==> config.mk <==
export PLATFORM = sky130hd
export DESIGN_NAME = bit_serial_approx_subtractor
export DESIGN_NICKNAME = d
export VERILOG_FILES = /design/src/rtl/bit_serial_approx_subtractor.sv
export SDC_FILE = /design/constraint.sdc
export NUM_CORES = 1
export LEC_CHECK = 0
export ABC_AREA = 1
export CORE_ASPECT_RATIO = 0.8
export CORE_UTILIZATION = 46
export CTS_BUF_LIST = sky130_fd_sc_hd__clkbuf_8
export DETAILED_ROUTE_END_ITERATION = 10
export PLACE_DENSITY = 0.77
export SYNTH_ARGS = -nofsm -noshare
export SYNTH_HDL_FRONTEND = slang
export SYNTH_SLANG_ARGS = --single-unit
==> constraint.sdc <==
create_clock -name clk -period 1.1 [get_ports clk]
set_input_delay 0.11 -clock clk [delete_from_list [all_inputs] [get_ports clk]]
set_output_delay 0.11 -clock clk [all_outputs]
set_load 0.005 [all_outputs]
==> src/rtl/bit_serial_approx_subtractor.sv <==
`default_nettype none
// ============================================================================
//  Module   : bit_serial_approx_subtractor
//  Function : LSB-first bit-serial subtractor (diff = a - b). It accepts one
//             operand pair per transaction and returns one result. The lowest
//             APPROX_BITS bits can run in borrow-masked (approximate) mode,
//             which is selected per transaction by mask_en.
//  Revision : 1.0  initial release
// ============================================================================
module bit_serial_approx_subtractor #(
  parameter int WIDTH       = 8,
  parameter int APPROX_BITS = 4
) (
  input  logic             clk,
  input  logic             rst_n,
  input  logic             in_valid,
  output logic             in_ready,
  input  logic [WIDTH-1:0] a,
  input  logic [WIDTH-1:0] b,
  input  logic             mask_en,
  output logic             out_valid,
  input  logic             out_ready,
  output logic [WIDTH-1:0] diff,
  output logic             borrow_out
);

  // The counter must be able to hold WIDTH itself, so the approx-limit compare
  // stays valid when APPROX_BITS == WIDTH.
  localparam int                CNT_W    = $clog2(WIDTH + 1);
  localparam logic [CNT_W-1:0]  C_LAST   = CNT_W'(WIDTH - 1);
  localparam logic [CNT_W-1:0]  C_APPROX = CNT_W'(APPROX_BITS);

  typedef enum logic [1:0] {
    ST_IDLE  = 2'd0,
    ST_SHIFT = 2'd1,
    ST_DONE  = 2'd2
  } state_t;

  state_t           r_state;
  state_t           w_state_next;

  logic [WIDTH-1:0] r_a;
  logic [WIDTH-1:0] r_b;
  logic [WIDTH-1:0] r_diff;
  logic             r_mask;
  logic             r_br;
  logic [CNT_W-1:0] r_cnt;

  logic             w_in_approx;
  logic             w_masked;
  logic             w_axb;
  logic             w_d;
  logic             w_br_next;
  logic [WIDTH-1:0] w_diff_shift;

  // With APPROX_BITS == 0, no bit position can ever be masked.
  generate
    if (APPROX_BITS == 0) begin : g_no_approx
      assign w_in_approx = 1'b0;
    end else begin : g_approx
      assign w_in_approx = (r_cnt < C_APPROX);
    end
  endgenerate

  // The current bit is always bit 0 of the operand shift registers.
  assign w_masked  = r_mask & w_in_approx;
  assign w_axb     = r_a[0] ^ r_b[0];
  assign w_d       = w_masked ? w_axb : (w_axb ^ r_br);
  assign w_br_next = w_masked ? 1'b0
                              : ((~r_a[0] & r_b[0]) | (~w_axb & r_br));

  // Result bits enter at the MSB end. After WIDTH shifts, bit 0 has reached position 0.
  generate
    if (WIDTH == 1) begin : g_diff_single
      assign w_diff_shift = w_d;
    end else begin : g_diff_multi
      assign w_diff_shift = {w_d, r_diff[WIDTH-1:1]};
    end
  endgenerate

  // State register.
  always_ff @(posedge clk) begin
    if (!rst_n) begin
      r_state <= ST_IDLE;
    end else begin
      r_state <= w_state_next;
    end
  end

  // Next-state decode and handshake outputs.
  always_comb begin
    w_state_next = r_state;
    in_ready     = 1'b0;
    out_valid    = 1'b0;
    case (r_state)
      ST_IDLE: begin
        in_ready = 1'b1;
        if (in_valid) begin
          w_state_next = ST_SHIFT;
        end
      end
      ST_SHIFT: begin
        if (r_cnt == C_LAST) begin
          w_state_next = ST_DONE;
        end
      end
      ST_DONE: begin
        out_valid = 1'b1;
        if (out_ready) begin
          w_state_next = ST_IDLE;
        end
      end
      default: begin
        w_state_next = ST_IDLE;
      end
    endcase
  end

  // Datapath: load the operands on accept, then compute one bit per SHIFT cycle.
  always_ff @(posedge clk) begin
    if (!rst_n) begin
      r_a    <= '0;
      r_b    <= '0;
      r_diff <= '0;
      r_mask <= 1'b0;
      r_br   <= 1'b0;
      r_cnt  <= '0;
    end else begin
      case (r_state)
        ST_IDLE: begin
          if (in_valid) begin
            r_a    <= a;
            r_b    <= b;
            r_mask <= mask_en;
            r_br   <= 1'b0;
            r_cnt  <= '0;
          end
        end
        ST_SHIFT: begin
          r_a    <= r_a >> 1;
          r_b    <= r_b >> 1;
          r_diff <= w_diff_shift;
          r_br   <= w_br_next;
          r_cnt  <= r_cnt + 1'b1;
        end
        default: begin
          // DONE holds the result registers until the consumer takes it.
        end
      endcase
    end
  end

  // After the final shift, the running borrow equals the borrow out of the MSB.
  assign diff       = r_diff;
  assign borrow_out = r_br;

endmodule
`default_nettype wire
==> qor.yml, run 1 <==
status: "complete, but fails checks"
violations: "setup timing"
numClockSinks: 32
synth_area_leaders: "dfxtp_1 (45%), nand2_1 (15%), nor2_1 (13%)"
post-route-cell-area_um2: 2070
drtIter0Drc: 60
routed_wl_mm: 3.52
num_vias: 1471
slew_headroom_pct: 80.0
place.gp.congestion: 0.768
critical-path-top-delay-family: "adder cells"
synth_flop_cell: "dfxtp_1"
cp-start-kind: "flop"
cts_made_buffers: 5
wire_per_inst_um: 11.9
ys_types: 20
critPathBufInv: 2
post_dp_cell_area_um2: 1860
fin_crit_sh_pct: 106
p_sw_uw: 739
final_layout_size_suffix_gt1_share_pct: 22.2
met1_usage_pct: 27.9
ys_ff_latch: 32
arrival_ns: 1.37
critPathMaxStageDelay_ns: 0.48
synthToLayoutAreaGrowth_pct: 44.8
die_x_um: 64.4
critical_path_class: "reg -> reg"
num_rows: 17
synth_area_um2: 1430
rsz0062_at_grt: "true"
hold_violations: 0
portBuffers: 31
r2r_setup_slack_ns: -0.07
final_core_util_pct: 72.7
yosysTopAreaCell: "dfxtp_1"
dieArea_um2: 3340
worst_ep_required_time_ns: 1.30
grt_pass1_vias: 1306
fin_ws_ns: -0.0674
p_comb_share_pct: 20.7
cp_max_fo: 2
cts.path.max_buffers: 2
cts_tree: "built"
path_clk_slew_ns: 0.06
whs_ns: 0.417
antenna_found_initial: 0
dp_slack_ns: -0.198
fill_cells: 243
yosysWarnings: 0
async_reset_ff_share_pct: 0
syn_avg_cell_area_um2: 6.85
synth_most_common_cell: "nand2_1"
power_frac_seq_pct: 48.8
track_usage_pct: 22.3
slowest_stage: "fa_1"
hp-class: "in -> reg"
grt_overflow: 0
met2_usage_pct: 37.2
grt_max_degree: 23
diodes: 0
nNetsFinal: 281
synth_commonest_cells: "nand2_1 (58), nor2_1 (49), dfxtp_1 (32)"
power_leakage_nw: 0.953
synth_edf_count: 0
insertion_delay_ns: 0.28
pwr-share-clk_pct: 30.4
grt_pass1_wl_mm: 5.64
fmaxAchievable_mhz: 857
ant_nets: 0
drtPass1Iterations: 4
root_buffer: "clkbuf_8"
syn_inst: 209
swShare_pct: 27.4
die_h_um: 51.9
ys_seq_area_share_pct: 44.8
cap_violations: 0
powerDensity_nw_per_um2: 1300
internal_power_mw: 1.96
top_usage_layer: "met2"
core_area_um2: 2850
met3_usage_pct: 5.26
crit_path_end_kind: "flop"
synth_top_area_share_pct: 44.8
finalSetupViolCount: 20
min_period_ns: 1.17
ctsHoldBuffers: 0
drc: 0
slew_viol_final: 0
worst_clock_skew_ns: 0.00584
worst_pin_slew_ns: 0.299
dp_hpwl_mm: 2.30
crit_chain: "buf_6, inv_2, fa_1, nand2_1, a31oi_1"
ios: 32
htree_num_levels: 2
ir_worst_vdd_mv: 0.884
syn-num-nets: 233
initial_core_util_pct: 50.2
via_per_inst: 4.99
[layout make-up]
| class | count | area [µm²] | area share, % |
|---|---|---|---|
| well taps | 38 | 47.5 | 2.29 |
| inverters | 13 | 56.3 | 2.72 |
| repair inverters | 1 | 6.26 | 0.302 |
| clock inverters | 2 | 8.76 | 0.422 |
| repair buffers | 50 | 499 | 24.1 |
| multi-input cells | 154 | 728 | 35.1 |
| clock buffers | 5 | 68.8 | 3.32 |
| flip-flops and latches | 32 | 658 | 31.7 |
[cells in the final DEF, fill, tap and decap left out, drive strengths merged, types with 2 or more instances in the layout]
cell,n
clkbuf,5
a31oi,2
o21ai,27
clkdlybuf4s50,20
clkdlybuf4s15,3
nand3,3
dlygate4sd2,8
inv,15
a21oi,8
nand4,2
dfxtp,32
buf,19
nor2,50
ha,2
nand2,58
[flip-flops by register name, indices dropped and copies added (netlist names)]
signal,count
r_mask,1
r_cnt,4
r_a,8
diff,8
r_state,2
r_b,8
borrow_out,1
[repair_timing]
action	in CTS	in global routing
pin swaps	2	10
gates resized for setup	35	28
setup buffers	2	1
endpoints found under the setup margin	32	35
cloned	1	1
[kinds of logic (layout without fill, tap and decap cells)]
logic type	Yosys count	in the layout	share of synthesized area [%]
AOI/OAI and AO/OA	37	37	13.4
buffers and inverters	23	71	7.60
and+or+nand+nor	114	114	31.1
DFF	32	32	44.8
adders and majority gates	3	3	3.15
[per-layer routing]
metal | up-vias | routed length [µm] | share of wire (%)
li1 | 750 | - | -
met1 | 671 | 1680 | 48
met2 | 43 | 1610 | 46
met3 | 7 | 199 | 5.7
met4 | 0 | 36 | 1.0
met5 | - | 0 | 0
[final timing paths]
check,startpoint,end,cells after the start
worst max-delay path,borrow_out$_SDFFE_PN0P_,diff[7]$_SDFFE_PN0N_,5
worst min-delay path,b[7],r_b[7]$_SDFFE_PN0P_,3
worst max register to register,borrow_out$_SDFFE_PN0P_,diff[7]$_SDFFE_PN0N_,5
worst min register to register,r_b[7]$_SDFFE_PN0P_,r_b[7]$_SDFFE_PN0P_,2
[per-stage QoR]
step / total power, mW / cells / TNS [ns]
floorplan: 1.59 / 209 / 0
global placement: 1.81 / 283 / -2.90
detailed placement: 1.83 / 283 / -3.69
CTS: 2.66 / 293 / -1.09
global route: 2.84 / 295 / -1.89
finish: 2.70 / 295 / -0.385
[worst reg2reg max path, cell delays in order (launching register included)]
cell	delay, ns
dfxtp_2	0.33
buf_6	0.09
inv_2	0.03
fa_1	0.48
nand2_1	0.05
a31oi_1	0.11
[power by group through the flow]
stage	Combinational (mW)	Clock [mW]	Sequential, mW
floorplan	0.269	0	1.32
global placement	0.482	0	1.33
detailed placement	0.494	0	1.33
CTS	0.511	0.834	1.31
global route	0.622	0.888	1.33
finish	0.559	0.820	1.32
(Power assumes the default switching activity.)
==> run 2: changes to the inputs <==
--- a/config.mk
+++ b/config.mk
@@ -6,7 +6,6 @@
 export NUM_CORES = 1
 export LEC_CHECK = 0
 export ABC_AREA = 1
-export CORE_ASPECT_RATIO = 0.8
 export CORE_UTILIZATION = 46
 export CTS_BUF_LIST = sky130_fd_sc_hd__clkbuf_8
 export DETAILED_ROUTE_END_ITERATION = 10
==> run 2 against run 1 <==
  * Combinational power down 1%
  * Cell area up 0.12%
  * The flow finishes with violations (DRC, setup timing)
  * Largest cell class unchanged
  * Critical endpoint unchanged
  * Critical path type unchanged
  * Worst hold slack worse by 0.046 ns
==> qor.yml, run 2 (synthesis gave the netlist of run 1 again) <==
nNetsFinal: 280  # was 281
cap_violations: 0  # unchanged
grt_max_degree: 17  # was 23
slew_headroom_pct: 84.7  # was 80.0%
cts.path.max_buffers: 2  # unchanged
fill_cells: 239  # was 243
synthToLayoutAreaGrowth_pct: 45.0  # was 44.8%
hp-class: "in -> reg"  # unchanged
initial_core_util_pct: 50.2  # about the same
p_total_mw: 3.12  # was 2.70 mW
status: "complete, but fails checks"  # unchanged
cp_max_fo: 2  # unchanged
crit_path_end_kind: "flop"  # unchanged
core_area_um2: 2850  # about the same
r2r_end: "diff[7]$_SDFFE_PN0N_"  # unchanged
layout_commonest_cell: "nand2_1"  # unchanged
numClockSinks: 32  # unchanged
routed_wl_mm: 3.35  # was 3.52 mm
worst_clock_skew_ns: 0.00993  # was 0.00584 ns
htree_num_levels: 2  # unchanged
track_usage_pct: 22.1  # was 22.3%
drtPass1Iterations: 7  # was 4
multiInputGateArea_um2: 712  # was 728 µm²
holdPathStages: 3  # unchanged
r2r_setup_slack_ns: -0.05  # was -0.07 ns
arrival_ns: 1.36  # was 1.37 ns
cp-start-kind: "flop"  # unchanged
die_x_um: 57.8  # was 64.4 µm
insertion_delay_ns: 0.29  # was 0.28 ns
antenna_found_initial: 0  # unchanged
portBuffers: 31  # unchanged
path_clk_slew_ns: 0.06  # about the same
num_rows: 19  # was 17
rsz0062_at_grt: "true"  # unchanged
ios: 32  # unchanged
whs_ns: 0.371  # was 0.417 ns
via_per_inst: 5.04  # was 4.99
grt_pass1_vias: 1256  # was 1306
holdPathEnd: "r_a[7]$_SDFFE_PN0P_"  # was r_b[7]$_SDFFE_PN0P_
grt_overflow: 0  # unchanged
fin_tns_setup_ns: -0.281  # was -0.385 ns
ant_nets: 0  # unchanged
critical_path_class: "reg -> reg"  # unchanged
place.gp.congestion: 0.750  # was 0.768
diodes: 0  # unchanged
hp-start: "a[7]"  # was b[7]
powerDensity_nw_per_um2: 1500  # was 1300 nW/µm²
min_period_ns: 1.15  # was 1.17 ns
final_core_util_pct: 72.8  # was 72.7%
dieArea_um2: 3340  # about the same
drtIter0Drc: 51  # was 60
dp.cells: 274  # was 283
hold_violations: 0  # unchanged
final_cell_mix: "nand2_1 (49), nor2_1 (48), o21ai_0 (22), dfxtp_1 (22), clkdlybuf4s50_1 (20)"  # was nand2_1 (53), nor2_1 (48), dfxtp_1 (20), clkdlybuf4s50_1 (20), o21ai_1 (14)
r2r_cells: 4  # was 5
grt_pass1_wl_mm: 5.60  # was 5.64 mm
worst_ep_required_time_ns: 1.31  # was 1.30 ns
violations: "DRC, setup timing"  # was setup timing
die_h_um: 57.8  # was 51.9 µm
wire_per_inst_um: 11.6  # was 11.9 µm
fmaxAchievable_mhz: 870  # was 857 MHz
fin_ws_ns: -0.0498  # was -0.0674 ns
slew_viol_final: 0  # unchanged
cts_made_buffers: 5  # unchanged
worst_pin_slew_ns: 0.228  # was 0.299 ns
fin_crit_sh_pct: 105  # was 106%
drc: 4  # was 0
dp_hpwl_mm: 2.06  # was 2.30 mm
num_vias: 1452  # was 1471
finalSetupViolCount: 17  # was 20
final_layout_size_suffix_gt1_share_pct: 22.2  # unchanged
root_buffer: "clkbuf_8"  # unchanged
power_leakage_nw: 0.972  # was 0.953 nW
cts_tree: "built"  # unchanged
rr_startpoint: "borrow_out$_SDFFE_PN0P_"  # unchanged
regArea_um2: 656  # was 658 µm²
ir_worst_vdd_mv: 1.02  # was 0.884 mV
fin_cells: 288  # was 295
-- run 2: cell types whose count changed in the layout (fill, tap and decap cells not counted), moves of 2 or more --
cell / change
o21ai_0: +10
o21ai_1: -10
nand2_1: -4
a21oi_1: +3
a21oi_2: -3
nand2_2: +3
clkbuf_8: +2
dfxtp_1: +2
dfxtp_2: -2
inv_1: -2
-- run 2: worst max-delay path, cell delays in order, from the launching register on --
cell	delay [ns]
dfxtp_2	0.33
inv_2	0.04
fa_1	0.54
nand2_1	0.06
a31oi_1	0.11
-- run 2: metrics by stage --
step	setup WS (ns)	area, µm²
6_report	-0.0498	2080
5_1_grt	-0.115	2080
4_1_cts	-0.0609	2050
3_5_place_dp	-0.147	1830
3_3_place_gp	-0.142	1830
2_1_floorplan	0.00147	1430
-- run 2: power by group --
group	switching [mW]	internal, mW	total [mW]
registers	0.0565	1.25	1.31
logic	0.274	0.279	0.553
clock network	0.456	0.799	1.25
-- run 2: repair_timing --
action | 4_1_cts | 5_1_grt
pin swaps | 7 | 8
gates cloned | 2 | 0
gates resized for setup | 36 | 13
endpoints found under the setup margin | 36 | 35
setup buffers | 4 | 0
hold buffers | 0 | 0
hold endpoints to repair | 0 | 0
-- run 2: per-layer routing --
metal	part of all wire [%]	vias up	global-route usage, %
met5	0	-	0
met4	2.3	0	10.2
met3	6.1	9	6.03
met2	46	48	36.2
met1	46	641	27.1
li1	-	754	-
-- run 2: worst max-delay path by stage --
stage	start	end	slack [ns]	depth (start not counted)
after floorplan	r_b[0]$_SDFFE_PN0P_	diff[7]$_SDFFE_PN0N_	0.001	4
after global placement	r_state[0]$_SDFFE_PN0P_	r_b[0]$_SDFFE_PN0P_	-0.14	7
after detailed placement	in_valid	r_b[0]$_SDFFE_PN0P_	-0.15	5
after CTS	r_b[0]$_SDFFE_PN0P_	diff[7]$_SDFFE_PN0N_	-0.06	4
after global routing	r_state[1]$_SDFFE_PN0P_	r_b[3]$_SDFFE_PN0P_	-0.12	8
final	borrow_out$_SDFFE_PN0P_	diff[7]$_SDFFE_PN0N_	-0.05	4
-- run 2: layout make-up --
cell class,instances,area share [%]
Timing Repair inverter,1,0.301
Timing Repair Buffer,49,23.1
Tap cell,31,1.87
Clock buffer,7,4.64
Inverter,13,2.71
Clock inverter,1,1.45
Multi-Input combinational cell,154,34.3
Sequential cell,32,31.6
==> run 3: changes to the inputs <==
--- a/config.mk
+++ b/config.mk
@@ -6,10 +6,11 @@
 export NUM_CORES = 1
 export LEC_CHECK = 0
 export ABC_AREA = 1
-export CORE_UTILIZATION = 46
+export CORE_UTILIZATION = 58
 export CTS_BUF_LIST = sky130_fd_sc_hd__clkbuf_8
 export DETAILED_ROUTE_END_ITERATION = 10
-export PLACE_DENSITY = 0.77
+export DONT_BUFFER_PORTS = 1
+export PLACE_DENSITY = 0.76
 export SYNTH_ARGS = -nofsm -noshare
 export SYNTH_HDL_FRONTEND = slang
 export SYNTH_SLANG_ARGS = --single-unit
==> run 3 against run 2 <==
  * Count of clock-buffer cells in the layout fell by 1
  * Combinational power fell by 37%
  * Largest power group unchanged
  * Die area fell by 20%
  * Critical path depth did not move
  * Highest routed layer unchanged
  * Largest cell class unchanged
  * Critical endpoint unchanged
  * The run ends with hold timing, setup timing left
  * Register-to-register slack barely moved
==> qor.yml, run 3 (synthesis gave the netlist of run 1 again) <==
arrival_ns: 1.35  # was 1.36 ns
rr_startpoint: "r_b[0]$_SDFFE_PN0P_"  # was borrow_out$_SDFFE_PN0P_
multiInputGateArea_um2: 689  # was 712 µm²
wire_per_inst_um: 12.2  # was 11.6 µm
cts_tree: "built"  # unchanged
worst_ep_required_time_ns: 1.31  # about the same
regArea_um2: 649  # was 656 µm²
place.gp.congestion: 0.802  # was 0.750
final_layout_size_suffix_gt1_share_pct: 13.3  # was 22.2%
fin_crit_sh_pct: 104  # was 105%
pwr-share-clk_pct: 35.6  # was 40.2%
final_cell_mix: "nand2_1 (58), nor2_1 (49), dfxtp_1 (27)"  # was nand2_1 (49), nor2_1 (48), o21ai_0 (22), dfxtp_1 (22), clkdlybuf4s50_1 (20)
die_h_um: 51.7  # was 57.8 µm
fin_cells: 246  # was 288
initial_core_util_pct: 62.9  # was 50.2%
p_sw_uw: 694  # was 786 µW
status: "complete, but fails checks"  # unchanged
cp_max_fo: 2  # unchanged
num_rows: 17  # was 19
r2r_setup_slack_ns: -0.04  # was -0.05 ns
fmaxAchievable_mhz: 877  # was 870 MHz
grt_pass1_wl_mm: 5.07  # was 5.60 mm
ctsHoldBuffers: 2  # was 0
fin_ws_ns: -0.0405  # was -0.0498 ns
ant_nets: 0  # unchanged
path_depth: 4  # unchanged
power_frac_seq_pct: 50.9  # was 42.0%
worst_clock_skew_ns: 0.00500  # was 0.00993 ns
post_dp_cell_area_um2: 1480  # was 1830 µm²
via_per_inst: 5.34  # was 5.04
track_usage_pct: 26.6  # was 22.1%
grt_max_degree: 27  # was 17
critPathBufInv: 1  # unchanged
slew_headroom_pct: 84.0  # was 84.7%
cts_setup_buffers: 0  # was 4
portBuffers: 0  # was 31
cts_made_buffers: 5  # unchanged
post-route-cell-area_um2: 1610  # was 2080 µm²
r2r_end: "diff[7]$_SDFFE_PN0N_"  # unchanged
hp-class: "in -> reg"  # unchanged
slowest_stage: "fa_1"  # unchanged
grt_overflow: 0  # unchanged
crit_path_end_kind: "flop"  # unchanged
powerDensity_nw_per_um2: 1600  # was 1500 nW/µm²
critical_path_class: "reg -> reg"  # unchanged
critPathMaxStageDelay_ns: 0.53  # was 0.54 ns
cap_violations: 0  # unchanged
fill_cells: 193  # was 239
htree_num_levels: 2  # unchanged
die_x_um: 51.7  # was 57.8 µm
swShare_pct: 26.8  # was 25.2%
layout_commonest_cell: "nand2_1"  # unchanged
rsz0062_at_grt: "true"  # unchanged
cp-endpoint: "diff[7]$_SDFFE_PN0N_"  # unchanged
insertion_delay_ns: 0.28  # was 0.29 ns
numClockSinks: 32  # unchanged
dp.cells: 236  # was 274
num_vias: 1314  # was 1452
core_area_um2: 2280  # was 2850 µm²
cts.path.max_buffers: 2  # unchanged
cp-start-kind: "flop"  # unchanged
min_period_ns: 1.14  # was 1.15 ns
r2r_cells: 4  # unchanged
violations: "hold timing, setup timing"  # was DRC, setup timing
dp_hpwl_mm: 2.06  # about the same
finalSetupViolCount: 2  # was 17
ios: 32  # unchanged
routed_wl_mm: 3.01  # was 3.35 mm
p_comb_share_pct: 13.5  # was 17.7%
whs_ns: -0.0347  # was 0.371 ns
drtPass1Iterations: 4  # was 7
drtIter0Drc: 29  # was 51
dieArea_um2: 2670  # was 3340 µm²
final_core_util_pct: 70.8  # was 72.8%
diodes: 0  # unchanged
worst_pin_slew_ns: 0.239  # was 0.228 ns
ir_worst_vdd_mv: 0.992  # was 1.02 mV
power_leakage_nw: 0.739  # was 0.972 nW
root_buffer: "clkbuf_8"  # unchanged
slew_viol_final: 0  # unchanged
path_clk_slew_ns: 0.07  # was 0.06 ns
nNetsFinal: 241  # was 280
hold_violations: 24  # was 0
grt_pass1_vias: 1217  # was 1256
drc: 0  # was 4
startpoint: "r_b[0]$_SDFFE_PN0P_"  # was borrow_out$_SDFFE_PN0P_
antenna_found_initial: 0  # unchanged
crit_chain: "inv_2, fa_1, nand2_1, a31oi_1"  # unchanged
internal_power_mw: 1.89  # was 2.33 mW
dp_slack_ns: -0.0495  # was -0.147 ns
critical-path-top-delay-family: "adder cells"  # unchanged
synthToLayoutAreaGrowth_pct: 12.6  # was 45.0%
==> run 3: worst min path at each step <==
stage / start / end / slack (ns) / cells after the start
final: rst_n / diff[2]$_SDFFE_PN0N_ / -0.03 / 2
after global routing: rst_n / diff[1]$_SDFFE_PN0N_ / -0.04 / 2
after CTS: rst_n / diff[2]$_SDFFE_PN0N_ / -0.04 / 2
after detailed placement: rst_n / diff[1]$_SDFFE_PN0N_ / 0.26 / 2
after global placement: rst_n / r_cnt[2]$_SDFFE_PN0P_ / 0.25 / 2
after floorplan: rst_n / r_b[0]$_SDFFE_PN0P_ / 0.24 / 2
==> run 3: layout make-up <==
type / instances / area share [%]
clock buffers: 6 / 5.12
clock inverters: 2 / 0.621
inverters: 13 / 3.34
multi-input cells: 154 / 42.8
flip-flops and latches: 32 / 40.3
well taps: 28 / 2.17
repair buffers: 11 / 5.67
==> run 3: routing by layer <==
| layer | vias up | track usage, % | share of wire, % |
|---|---|---|---|
| met3 | 2 | 8.77 | 6.6 |
| met5 | - | 0 | 0 |
| met1 | 600 | 29.0 | 43 |
| li1 | 673 | - | - |
| met2 | 39 | 47.2 | 50 |
| met4 | 0 | 10.8 | 0.56 |
==> run 3: power groups by stage <==
stage	Clock (mW)	Sequential, mW	Combinational (mW)
floorplan	0	1.32	0.269
global placement	0	1.33	0.314
detailed placement	0	1.34	0.329
CTS	0.935	1.32	0.346
global route	0.984	1.33	0.406
finish	0.921	1.32	0.349
==> run 3: what timing repair did <==
| action | CTS | global route |
|---|---|---|
| setup endpoints to repair | 17 | 30 |
| hold endpoints to repair | 27 | 22 |
| pin swaps | 1 | 1 |
| gates resized for setup | 7 | 5 |
==> run 3: through the flow <==
step	total power [mW]	setup TNS, ns
floorplan	1.59	0
global placement	1.65	-0.0204
detailed placement	1.67	-0.400
CTS	2.60	-0.0308
global route	2.72	-1.02
finish	2.58	-0.0405
